==> src/rtl/mc_ctrl_pkg.sv <==
// Shared encodings for the multi-cycle control unit: state codes, opcode and
// funct constants, datapath select encodings and the decoded instruction class.
// Pure definitions; no logic, no latency, no flow control.
package mc_ctrl_pkg;

  // Control FSM state codes (3-bit state register).
  typedef enum logic [2:0] {
    S_INIT = 3'd0,
    S_IF   = 3'd1,
    S_ID   = 3'd2,
    S_EXE  = 3'd3,
    S_MEM  = 3'd4,
    S_WB   = 3'd5
  } state_e;

  // Primary opcodes, instruction[31:26].
  localparam logic [5:0] OP_RTYPE = 6'h00;
  localparam logic [5:0] OP_J     = 6'h02;
  localparam logic [5:0] OP_JAL   = 6'h03;
  localparam logic [5:0] OP_BEQ   = 6'h04;
  localparam logic [5:0] OP_BNE   = 6'h05;
  localparam logic [5:0] OP_ADDIU = 6'h09;
  localparam logic [5:0] OP_ORI   = 6'h0D;
  localparam logic [5:0] OP_LUI   = 6'h0F;
  localparam logic [5:0] OP_LW    = 6'h23;
  localparam logic [5:0] OP_SW    = 6'h2B;

  // R-type function codes, instruction[5:0].
  localparam logic [5:0] FUNCT_SLL  = 6'h00;
  localparam logic [5:0] FUNCT_JR   = 6'h08;
  localparam logic [5:0] FUNCT_ADDU = 6'h21;
  localparam logic [5:0] FUNCT_SUBU = 6'h23;
  localparam logic [5:0] FUNCT_AND  = 6'h24;
  localparam logic [5:0] FUNCT_OR   = 6'h25;
  localparam logic [5:0] FUNCT_SLT  = 6'h2A;

  // Next-PC source select.
  typedef enum logic [1:0] {
    NPC_PLUS4  = 2'd0,
    NPC_BRANCH = 2'd1,
    NPC_JUMP   = 2'd2,
    NPC_JR     = 2'd3
  } npc_op_e;

  // ALU operation. ADD is zero so an idle/reset ALU select is an add.
  typedef enum logic [3:0] {
    ALU_ADD = 4'd0,
    ALU_SUB = 4'd1,
    ALU_AND = 4'd2,
    ALU_OR  = 4'd3,
    ALU_SLT = 4'd4,
    ALU_SLL = 4'd5,
    ALU_LUI = 4'd6
  } alu_op_e;

  // Register-file write-data source.
  typedef enum logic [1:0] {
    WD_ALU = 2'd0,
    WD_MEM = 2'd1,
    WD_PC  = 2'd2
  } wd_sel_e;

  // Register-file destination select.
  typedef enum logic [1:0] {
    GPR_RD  = 2'd0,
    GPR_RT  = 2'd1,
    GPR_R31 = 2'd2
  } gpr_sel_e;

  // One-hot-ish instruction class produced by the decoder; exactly one bit
  // is set for any opcode/funct pair.
  typedef struct packed {
    logic r_alu;    // addu, subu, and, or, slt, sll
    logic i_alu;    // addiu, ori, lui
    logic lw;
    logic sw;
    logic beq;
    logic bne;
    logic j;
    logic jal;
    logic jr;
    logic illegal;
  } inst_class_t;

  // Instructions that finish with a register write-back of the ALU result.
  function automatic logic goes_to_wb(input inst_class_t c);
    return c.r_alu | c.i_alu;
  endfunction

endpackage

==> src/rtl/mc_decode.sv <==
// Instruction decoder: Op/Funct -> instruction class plus ALU/extension selects.
// Latency: purely combinational, zero cycles.
// Backpressure: none; output follows the inputs every cycle.
//
// Ports:
//   Op, Funct   in   instruction[31:26] and instruction[5:0]
//   cls         out  instruction class vector (exactly one bit set)
//   alu_op      out  ALU operation for EXE/MEM/WB
//   bsel        out  ALU B operand: 0 = register, 1 = immediate
//   extop       out  immediate extension: 0 = zero, 1 = sign
module mc_decode
  import mc_ctrl_pkg::*;
(
  input  logic [5:0]  Op,
  input  logic [5:0]  Funct,
  output inst_class_t cls,
  output alu_op_e     alu_op,
  output logic        bsel,
  output logic        extop
);

  always_comb begin
    cls    = '0;
    alu_op = ALU_ADD;
    bsel   = 1'b0;
    extop  = 1'b0;

    case (Op)
      OP_RTYPE: begin
        cls.r_alu = 1'b1;
        case (Funct)
          FUNCT_ADDU: alu_op = ALU_ADD;
          FUNCT_SUBU: alu_op = ALU_SUB;
          FUNCT_AND:  alu_op = ALU_AND;
          FUNCT_OR:   alu_op = ALU_OR;
          FUNCT_SLT:  alu_op = ALU_SLT;
          FUNCT_SLL:  alu_op = ALU_SLL;
          FUNCT_JR: begin
            cls.r_alu = 1'b0;
            cls.jr    = 1'b1;
          end
          default: begin
            cls.r_alu   = 1'b0;
            cls.illegal = 1'b1;
          end
        endcase
      end
      OP_ADDIU: begin
        cls.i_alu = 1'b1;
        alu_op    = ALU_ADD;
        bsel      = 1'b1;
        extop     = 1'b1;
      end
      OP_ORI: begin
        // Logical immediate: upper half must be zero, not sign bits.
        cls.i_alu = 1'b1;
        alu_op    = ALU_OR;
        bsel      = 1'b1;
      end
      OP_LUI: begin
        // The ALU shifts the immediate into the upper half, so the
        // extension mode does not matter; keep it at zero.
        cls.i_alu = 1'b1;
        alu_op    = ALU_LUI;
        bsel      = 1'b1;
      end
      OP_LW: begin
        cls.lw = 1'b1;
        alu_op = ALU_ADD;
        bsel   = 1'b1;
        extop  = 1'b1;
      end
      OP_SW: begin
        cls.sw = 1'b1;
        alu_op = ALU_ADD;
        bsel   = 1'b1;
        extop  = 1'b1;
      end
      OP_BEQ: begin
        // Compare by subtraction; the sign-extended offset feeds the
        // branch-target adder, not the ALU B input.
        cls.beq = 1'b1;
        alu_op  = ALU_SUB;
        extop   = 1'b1;
      end
      OP_BNE: begin
        cls.bne = 1'b1;
        alu_op  = ALU_SUB;
        extop   = 1'b1;
      end
      OP_J:    cls.j   = 1'b1;
      OP_JAL:  cls.jal = 1'b1;
      default: cls.illegal = 1'b1;
    endcase
  end

endmodule

==> src/rtl/mc_ctrl.sv <==
// Multi-cycle CPU control FSM: sequences IF/ID/EXE/MEM/WB and drives datapath enables/selects.
// Latency: outputs are combinational from the state register and decoded Op/Funct.
// Backpressure: with MEM_WAIT_EN defined, IF and MEM stall until mem_ready; otherwise none.
//
// Ports:
//   clk, rst        clock; synchronous active-high reset
//   Op, Funct       instruction fields from the IR
//   Zero            ALU zero flag, only looked at in EXE of a branch
//   mem_ready       memory handshake (only when MEM_WAIT_EN is defined)
//   PCWr, IRWr, RFWr, DMWr   datapath write enables
//   NPCOp, ALUOp, WDSel, GPRSel, EXTOp, BSel   datapath selects
//   Illegal         one-cycle pulse in ID for an undecodable instruction
module mc_ctrl
  import mc_ctrl_pkg::*;
(
  input  logic       clk,
  input  logic       rst,
  input  logic [5:0] Op,
  input  logic [5:0] Funct,
  input  logic       Zero,
`ifdef MEM_WAIT_EN
  input  logic       mem_ready,
`endif
  output logic       PCWr,
  output logic       IRWr,
  output logic       RFWr,
  output logic       DMWr,
  output logic [1:0] NPCOp,
  output logic [3:0] ALUOp,
  output logic [1:0] WDSel,
  output logic [1:0] GPRSel,
  output logic       EXTOp,
  output logic       BSel,
  output logic       Illegal
);

  state_e      state_q, state_d;
  inst_class_t cls;
  alu_op_e     dec_alu_op;
  logic        dec_bsel;
  logic        dec_extop;
  logic        mem_rdy;

  // Raw per-state controls, before the reset override.
  logic        pc_wr, ir_wr, rf_wr, dm_wr, ill;
  npc_op_e     npc_op;
  alu_op_e     alu_op;
  wd_sel_e     wd_sel;
  gpr_sel_e    gpr_sel;
  logic        extop, bsel;

`ifdef MEM_WAIT_EN
  assign mem_rdy = mem_ready;
`else
  assign mem_rdy = 1'b1;
`endif

  mc_decode u_decode (
    .Op     (Op),
    .Funct  (Funct),
    .cls    (cls),
    .alu_op (dec_alu_op),
    .bsel   (dec_bsel),
    .extop  (dec_extop)
  );

  // State register. Reset parks in S_INIT so the PC gets its own load-zero
  // cycle before the first fetch.
  always_ff @(posedge clk) begin
    if (rst) begin
      state_q <= S_INIT;
    end else begin
      state_q <= state_d;
    end
  end

  // Next-state logic.
  always_comb begin
    state_d = state_q;
    case (state_q)
      S_INIT: state_d = S_IF;
      S_IF:   state_d = mem_rdy ? S_ID : S_IF;
      S_ID: begin
        if (cls.j | cls.jal | cls.jr | cls.illegal) begin
          state_d = S_IF;
        end else begin
          state_d = S_EXE;
        end
      end
      S_EXE: begin
        if (cls.lw | cls.sw) begin
          state_d = S_MEM;
        end else if (goes_to_wb(cls)) begin
          state_d = S_WB;
        end else begin
          state_d = S_IF;
        end
      end
      S_MEM: begin
        if (!mem_rdy) begin
          state_d = S_MEM;
        end else if (cls.sw) begin
          state_d = S_IF;
        end else begin
          state_d = S_WB;
        end
      end
      S_WB:    state_d = S_IF;
      default: state_d = S_INIT;
    endcase
  end

  // Per-state output logic.
  always_comb begin
    pc_wr   = 1'b0;
    ir_wr   = 1'b0;
    rf_wr   = 1'b0;
    dm_wr   = 1'b0;
    ill     = 1'b0;
    npc_op  = NPC_PLUS4;
    alu_op  = ALU_ADD;
    wd_sel  = WD_ALU;
    gpr_sel = GPR_RD;
    extop   = 1'b0;
    bsel    = 1'b0;

    // Operand selects stay stable from EXE through WB so the datapath's
    // address/result paths do not glitch between phases.
    if (state_q inside {S_EXE, S_MEM, S_WB}) begin
      alu_op = dec_alu_op;
      bsel   = dec_bsel;
      extop  = dec_extop;
    end

    case (state_q)
      S_IF: begin
        ir_wr  = mem_rdy;
        pc_wr  = mem_rdy;
        npc_op = NPC_PLUS4;
      end
      S_ID: begin
        if (cls.j) begin
          pc_wr  = 1'b1;
          npc_op = NPC_JUMP;
        end else if (cls.jal) begin
          pc_wr   = 1'b1;
          npc_op  = NPC_JUMP;
          rf_wr   = 1'b1;
          wd_sel  = WD_PC;
          gpr_sel = GPR_R31;
        end else if (cls.jr) begin
          pc_wr  = 1'b1;
          npc_op = NPC_JR;
        end else if (cls.illegal) begin
          ill = 1'b1;
        end
      end
      S_EXE: begin
        if (cls.beq | cls.bne) begin
          npc_op = NPC_BRANCH;
          pc_wr  = cls.beq ? Zero : !Zero;
        end
      end
      S_MEM: begin
        // Held high for the whole wait so the store lands whenever memory
        // accepts it.
        dm_wr = cls.sw;
      end
      S_WB: begin
        rf_wr   = 1'b1;
        wd_sel  = cls.lw ? WD_MEM : WD_ALU;
        gpr_sel = cls.r_alu ? GPR_RD : GPR_RT;
      end
      default: ;
    endcase
  end

  // Reset wins immediately, even mid-instruction: no enable may fire in the
  // cycle reset is seen, and selects fall back to their zero encodings.
  assign PCWr    = pc_wr & ~rst;
  assign IRWr    = ir_wr & ~rst;
  assign RFWr    = rf_wr & ~rst;
  assign DMWr    = dm_wr & ~rst;
  assign Illegal = ill   & ~rst;
  assign NPCOp   = rst ? 2'b00 : npc_op;
  assign ALUOp   = rst ? 4'b0000 : alu_op;
  assign WDSel   = rst ? 2'b00 : wd_sel;
  assign GPRSel  = rst ? 2'b00 : gpr_sel;
  assign EXTOp   = extop & ~rst;
  assign BSel    = bsel  & ~rst;

endmodule

==> config.mk <==
export PLATFORM = sky130hd
export DESIGN_NAME = mc_ctrl
export DESIGN_NICKNAME = d
export VERILOG_FILES = /design/src/rtl/mc_ctrl_pkg.sv /design/src/rtl/mc_decode.sv /design/src/rtl/mc_ctrl.sv
export SDC_FILE = /design/constraint.sdc
export NUM_CORES = 1
export LEC_CHECK = 0
export ABC_CLOCK_PERIOD_IN_PS = 2100
export BUFFER_PORTS_ARGS = -buffer_cell sky130_fd_sc_hd__buf_2
export CAP_MARGIN = 10
export CORE_UTILIZATION = 24
export CTS_CLUSTER_DIAMETER = 120
export DETAILED_ROUTE_END_ITERATION = 8
export GPL_ROUTABILITY_DRIVEN = 0
export PLACE_DENSITY_LB_ADDON = 0.3
export SLEW_MARGIN = 0
export SYNTH_ARGS = -nofsm -noshare
export SYNTH_HDL_FRONTEND = slang
export SYNTH_SLANG_ARGS = --single-unit
export TNS_END_PERCENT = 50
==> constraint.sdc <==
create_clock -name clk -period 2.1 [get_ports clk]
set_clock_uncertainty 0.1 [all_clocks]
set_input_delay 0.105 -clock clk [delete_from_list [all_inputs] [get_ports clk]]
set_output_delay 0.105 -clock clk [all_outputs]
set_load 0.02 [all_outputs]
# --- Word-level counts from Yosys, hierarchy flattened ---
# Cells that the tools add are included.
word_totals:
  out_inout_bits: 17
  wordCells: 104
  ff_bits: 3
  in_bits: 15
op_classes:
  eq_ne: 20
  n_mux: 56
  n_bitwise: 14
  reduce_logical: 13
ops:
  columns: ["cell", "n"]
  rows:
  - ["== test 6 bit, second input constant", 7]
  - ["2-to-1 mux 1 bit", 33]
  - ["case mux 3 bit (5 select lines)", 2]
  - ["== test 6 x 4 -> 1 bit, second input constant", 4]
  - ["2-to-1 mux 2 bit", 9]
  - ["case mux 4 bit (4 select lines)", 1]
  - ["== test 6 x 2 -> 1 bit, second input constant", 2]
  - ["== test 6 x 3 -> 1 bit, second input constant", 2]
  - ["zero test 6 bit", 2]
  - ["case mux 2 bit (2 select lines)", 3]
  - ["OR reduction 5 bit", 2]
  - ["2-to-1 mux 3 bit", 3]
  - ["OR reduction 9 bit", 1]
  - ["2-to-1 mux 4 bit", 2]
  - ["AND 1 bit", 7]
  - ["OR reduction 7 bit", 1]
  - ["== test 3 x 2 -> 1 bit, second input constant", 2]
  - ["== test 3 bit, second input constant", 2]
  - ["OR 1 bit", 6]
  - ["OR reduction 6 bit", 1]
  - ["case mux 1 bit (2 select lines)", 2]
  - ["OR reduction 2 bit", 2]
  - ["== test 3 x 1 -> 1 bit, second input constant", 1]
  - ["zero test 3 bit", 1]
  - ["5 further kinds", 5]

# --- Depth between registers and ports, before layout ---
logic_depth:
  depth_word: 10
  mapped_depth: 5
  depth_no_buf: 4

# --- Modules after synthesis ---
# From an unflattened synthesis, not the netlist that was laid out.
unflattened:
  hier_cells: 111
  hier_area_um2: 734.5
modules_own_cells:
  columns: ["mod", "cells_per_inst", "n_inst", "area_each_um2", "seq_area_each_um2"]
  rows:
  - ["mc_decode", 61, 1, 380.4, 0.0]
  - ["mc_ctrl", 50, 1, 354.1, 60.1]

# --- Worst setup path after synthesis ---
# No wires, ideal clock.
synth_timing:
  kind: "register -> output"
  from: "reg state_q[2]"
  to: "out PCWr"
  slack_ns: -0.224
  path_stages_with_launch: 4
  n_path_buf: 0
  arrival_time_ns: 2.119
  path_cell_list: "dfxtp_1 or4b_2 nor4_1 a311o_1"
synth_between:
  elab_chain_cells: 3
  word_cells_on_any_way: 5
synth_rtl:
  columns: ["item", "line_no", "rtl"]
  rows:
  - ["from (decl)", "mc_ctrl.sv:37", "state_e state_q, state_d;"]
  - ["from (signal assigned)", "mc_ctrl.sv:73", "state_q <= state_d;"]
  - ["== test 3 x 2 -> 1 bit / == test 3 x 1 -> 1 bit (equally long branches)", "mc_ctrl.sv:135", "case (state_q)"]
  - ["case mux 1 bit (3 select lines) (*)", "mc_ctrl.sv:135", null]
  - ["AND 1 bit (*)", "mc_ctrl.sv:180", "assign PCWr = pc_wr & ~rst;"]
  - ["to (decl)", "mc_ctrl.sv:24", "output logic PCWr,"]
# Every way passes the cells marked *; elsewhere a longest branch is shown, timed or not.

# --- Final worst setup path ---
layout_timing:
  from: "in Op[4]"
  to: "out ALUOp[1]"
layout_between:
  elab_chain_cells: 5
  word_cells_on_any_way: 9
layout_rtl:
  columns: ["item", "line_no", "rtl"]
  rows:
  - ["from (decl)", "mc_ctrl.sv:18", "input logic [5:0] Op,"]
  - ["== test 6 x 3 -> 1 bit", "mc_decode.sv:28", "case (Op)"]
  - ["OR reduction 2 bit (no source line)", null, null]
  - ["case mux 4 bit (4 select lines) (*)", "mc_decode.sv:28", null]
  - ["2-to-1 mux 4 bit (*)", "mc_ctrl.sv:129", "if (state_q inside {S_EXE, S_MEM, S_WB}) begin"]
  - ["2-to-1 mux 4 bit (*)", "mc_ctrl.sv:186", "assign ALUOp = rst ? 4'b0000 : alu_op;"]
  - ["to (decl)", "mc_ctrl.sv:29", "output logic [3:0] ALUOp,"]
# Marks and branches as above.

==> run_results.csv <==
group,metric,value,unit
clock_network,max-clock-path-buffers,2,
layout,antennaDiodeCount,0,
layout,final_cell_mix,"buf_2, nor2_1, nand2b_1, a21oi_1, buf_4",
layout,final_common_cell,"buf_2",
yosys,yosysTopAreaCell,"dfxtp_1",
clock_network,root_buffer,"clkbuf_4",
yosys,yosys-top-cells-area,"dfxtp_1, nor2_1, nand2b_1",
die,start_util,25.5,%
setup_path,reg2reg_from,"state_q[1]",
setup_path,startpoint_type,"primary input",
layout,instances_no_fill,169,
setup_path,path_class,"in -> out",
clock_network,clk_latency,0.23,ns
setup_path,crit_required,1.89,ns
yosys,synth_top_area_share,8.47,%
power_and_ir_drop,ir_worst_vdd,0.225,mV
yosys,syn_inst,105,
layout,syn2layout_area_growth,33.5,%
setup_path,cp.arrival,1.79,ns
power_and_ir_drop,p_leak,0.392,nW
layout,top_regs,"state_q x3",
yosys,yosys_most_used_dff,"dfxtp_1",
worst_hold_path,min_from,"rst",
routing,drt_wl_total,2200,um
routing,drtIter0Drc,17,
global_routing,grt_pass1_wl,3730,um
global_routing,grtUsageTotal,14.4,%
routing,dr.pass1.iters,4,
setup_path,r2r_end,"state_q[2]",
clock_network,clk_pin_slew,0.04,ns
clock_network,holdBufCountCts,0,
worst_hold_path,whs_path_depth,3,
timing,clock.fmax,500,MHz
yosys,synth-edff-count,0,
yosys,synthesis.area,709,um^2
routing,drc,0,
routing,vias,932,
worst_hold_path,holdPathEnd,"state_q[2]",
yosys,ys_types,45,
die,die_w,56.4,um
die,fp.coreArea,2780,um^2
die,die_h,56.4,um
job,maxCapViolCount,0,
yosys,async_flop_share,0,%
routing,routedWlPerCell,13.0,um
status,status,"complete, no violations",
setup_path,cp-end-kind,"output port",
timing,rsz0062_at_grt,"no",
clock_network,cts_tree,"done",
worst_hold_path,hp-class,"in -> reg",
routing,via_per_inst,5.51,
power_and_ir_drop,p_per_area,300,nW/um^2
placement,dp_cells,165,
setup_path,reg2reg_depth,4,
timing,hold_viol_final,0,
timing,min_period_over_period,95.1,%
timing,hold-worst-slack,0.190,ns
clock_network,cts.sinks,3,
placement,place_hpwl,1790,um
setup_path,critPathMaxFanout,7,
clock_network,cts_setup_buffers,0,
layout,largest_reg_flops,3,
clock_network,cts_buffers,3,
yosys,synth_fp_nets,120,
routing,ant_nets,0,
setup_path,r2r_setup_slack,0.62,ns
timing,finalCriticalPeriod,2.00,ns
die,io-pin-count,32,
layout,final_nets,154,
yosys,syn_area_per_cell,6.76,um^2
global_routing,grt_max_degree,11,
layout,drive_gt1_share,37.0,%
die,dieArea,3180,um^2
timing,setup_tns,0,ns
yosys,synth_seq_area_share,8.47,%
yosys,yosysWarnings,0,
global_routing,grt_overflow,0,
global_routing,grt_pass1_vias,854,
placement,io_buffer_count,30,
layout,nFillCells,301,
clock_network,htree_levels,1,
global_routing,antenna_found_initial,0,
timing,setup_viol,0,
timing,slew_violations,0,
layout,top_register,"state_q",
yosys,synth-seq-cells,3,
die,rows,19,
-- layer usage --
layer | wire length [um] | track usage (%)
met1 | 969 | 18.1
met2 | 1130 | 25.0
met3 | 87 | 1.84
met4 | 16 | 5.23
met5 | 0 | 0
-- timing repair --
action                     in CTS  in global routing
setup endpoints to repair       2                  0
gates resized for setup         3                  0
hold endpoints to repair        0                  0
-- worst max path at each step --
stage | from | end | slack [ns] | cells after the start
after global routing | Op[4] | ALUOp[1] | 0.05 | 6
after global placement | Op[4] | ALUOp[1] | 0.13 | 6
after floorplan | state_q[2] | PCWr | 0.03 | 3
final | Op[4] | ALUOp[1] | 0.10 | 6
after detailed placement | Op[4] | ALUOp[1] | 0.11 | 6
after CTS | Op[4] | ALUOp[1] | 0.1 | 6
-- power by group --
part           leakage [nW]   total, W  internal, W  switching [W]
clock network        0.0150   0.000102    0.0000713      0.0000309
registers            0.0247  0.0000637    0.0000605     0.00000325
logic                 0.352   0.000118    0.0000478      0.0000704
-- cells by family (layout without fill, tap and decap cells) --
| kind of cell | after synthesis | after routing | share of synthesized area [%] |
|---|---|---|---|
| compound gates | 28 | 28 | 28.4 |
| mux | 1 | 1 | 1.41 |
| other cells | 1 | 1 | 0.529 |
| simple gates | 60 | 60 | 51.3 |
| buf+inv | 10 | 43 | 7.41 |
| flops | 3 | 3 | 8.47 |
| xor+xnor | 2 | 2 | 2.47 |
-- per-stage QoR --
stage | area, um^2 | utilization (%) | setup WS [ns] | power [W]
CTS | 947 | 34.1 | 0.0990 | 0.000287
detailed placement | 905 | 32.5 | 0.113 | 0.000179
global route | 947 | 34.1 | 0.0515 | 0.000304
finish | 947 | 34.1 | 0.102 | 0.000284
floorplan | 716 | - | 0.0343 | 0.000133
global placement | 905 | 32.5 | 0.131 | 0.000176
-- worst max-delay path: stages --
cell     delay (ns)
buf_2          0.14
or3_4          0.41
or3_4          0.40
or4_4          0.42
a21oi_2        0.14
buf_2          0.17
-- Yosys cell counts (all sizes together) (2+ instances only) --
master / n
a21oi: 9
and3: 2
buf: 3
clkbuf: 3
dfxtp: 3
inv: 4
nand2: 4
nand2b: 7
nand3: 3
nand3b: 2
nor2: 12
nor2b: 4
nor3: 4
nor3b: 3
nor4: 4
nor4bb: 2
o21ai: 2
o21bai: 2
o22ai: 2
or2: 3
or3: 5
xor2: 2
-- cell type report --
class | count | area, um^2 | share of cell area (%)
clock buffers | 4 | 26.3 | 2.77
inverters | 4 | 15.0 | 1.59
repair buffers | 35 | 188 | 19.8
flip-flops and latches | 3 | 60.1 | 6.34
multi-input cells | 92 | 619 | 65.4
well taps | 31 | 38.8 | 4.10
Note: power is estimated with default switching activity, not from simulation.
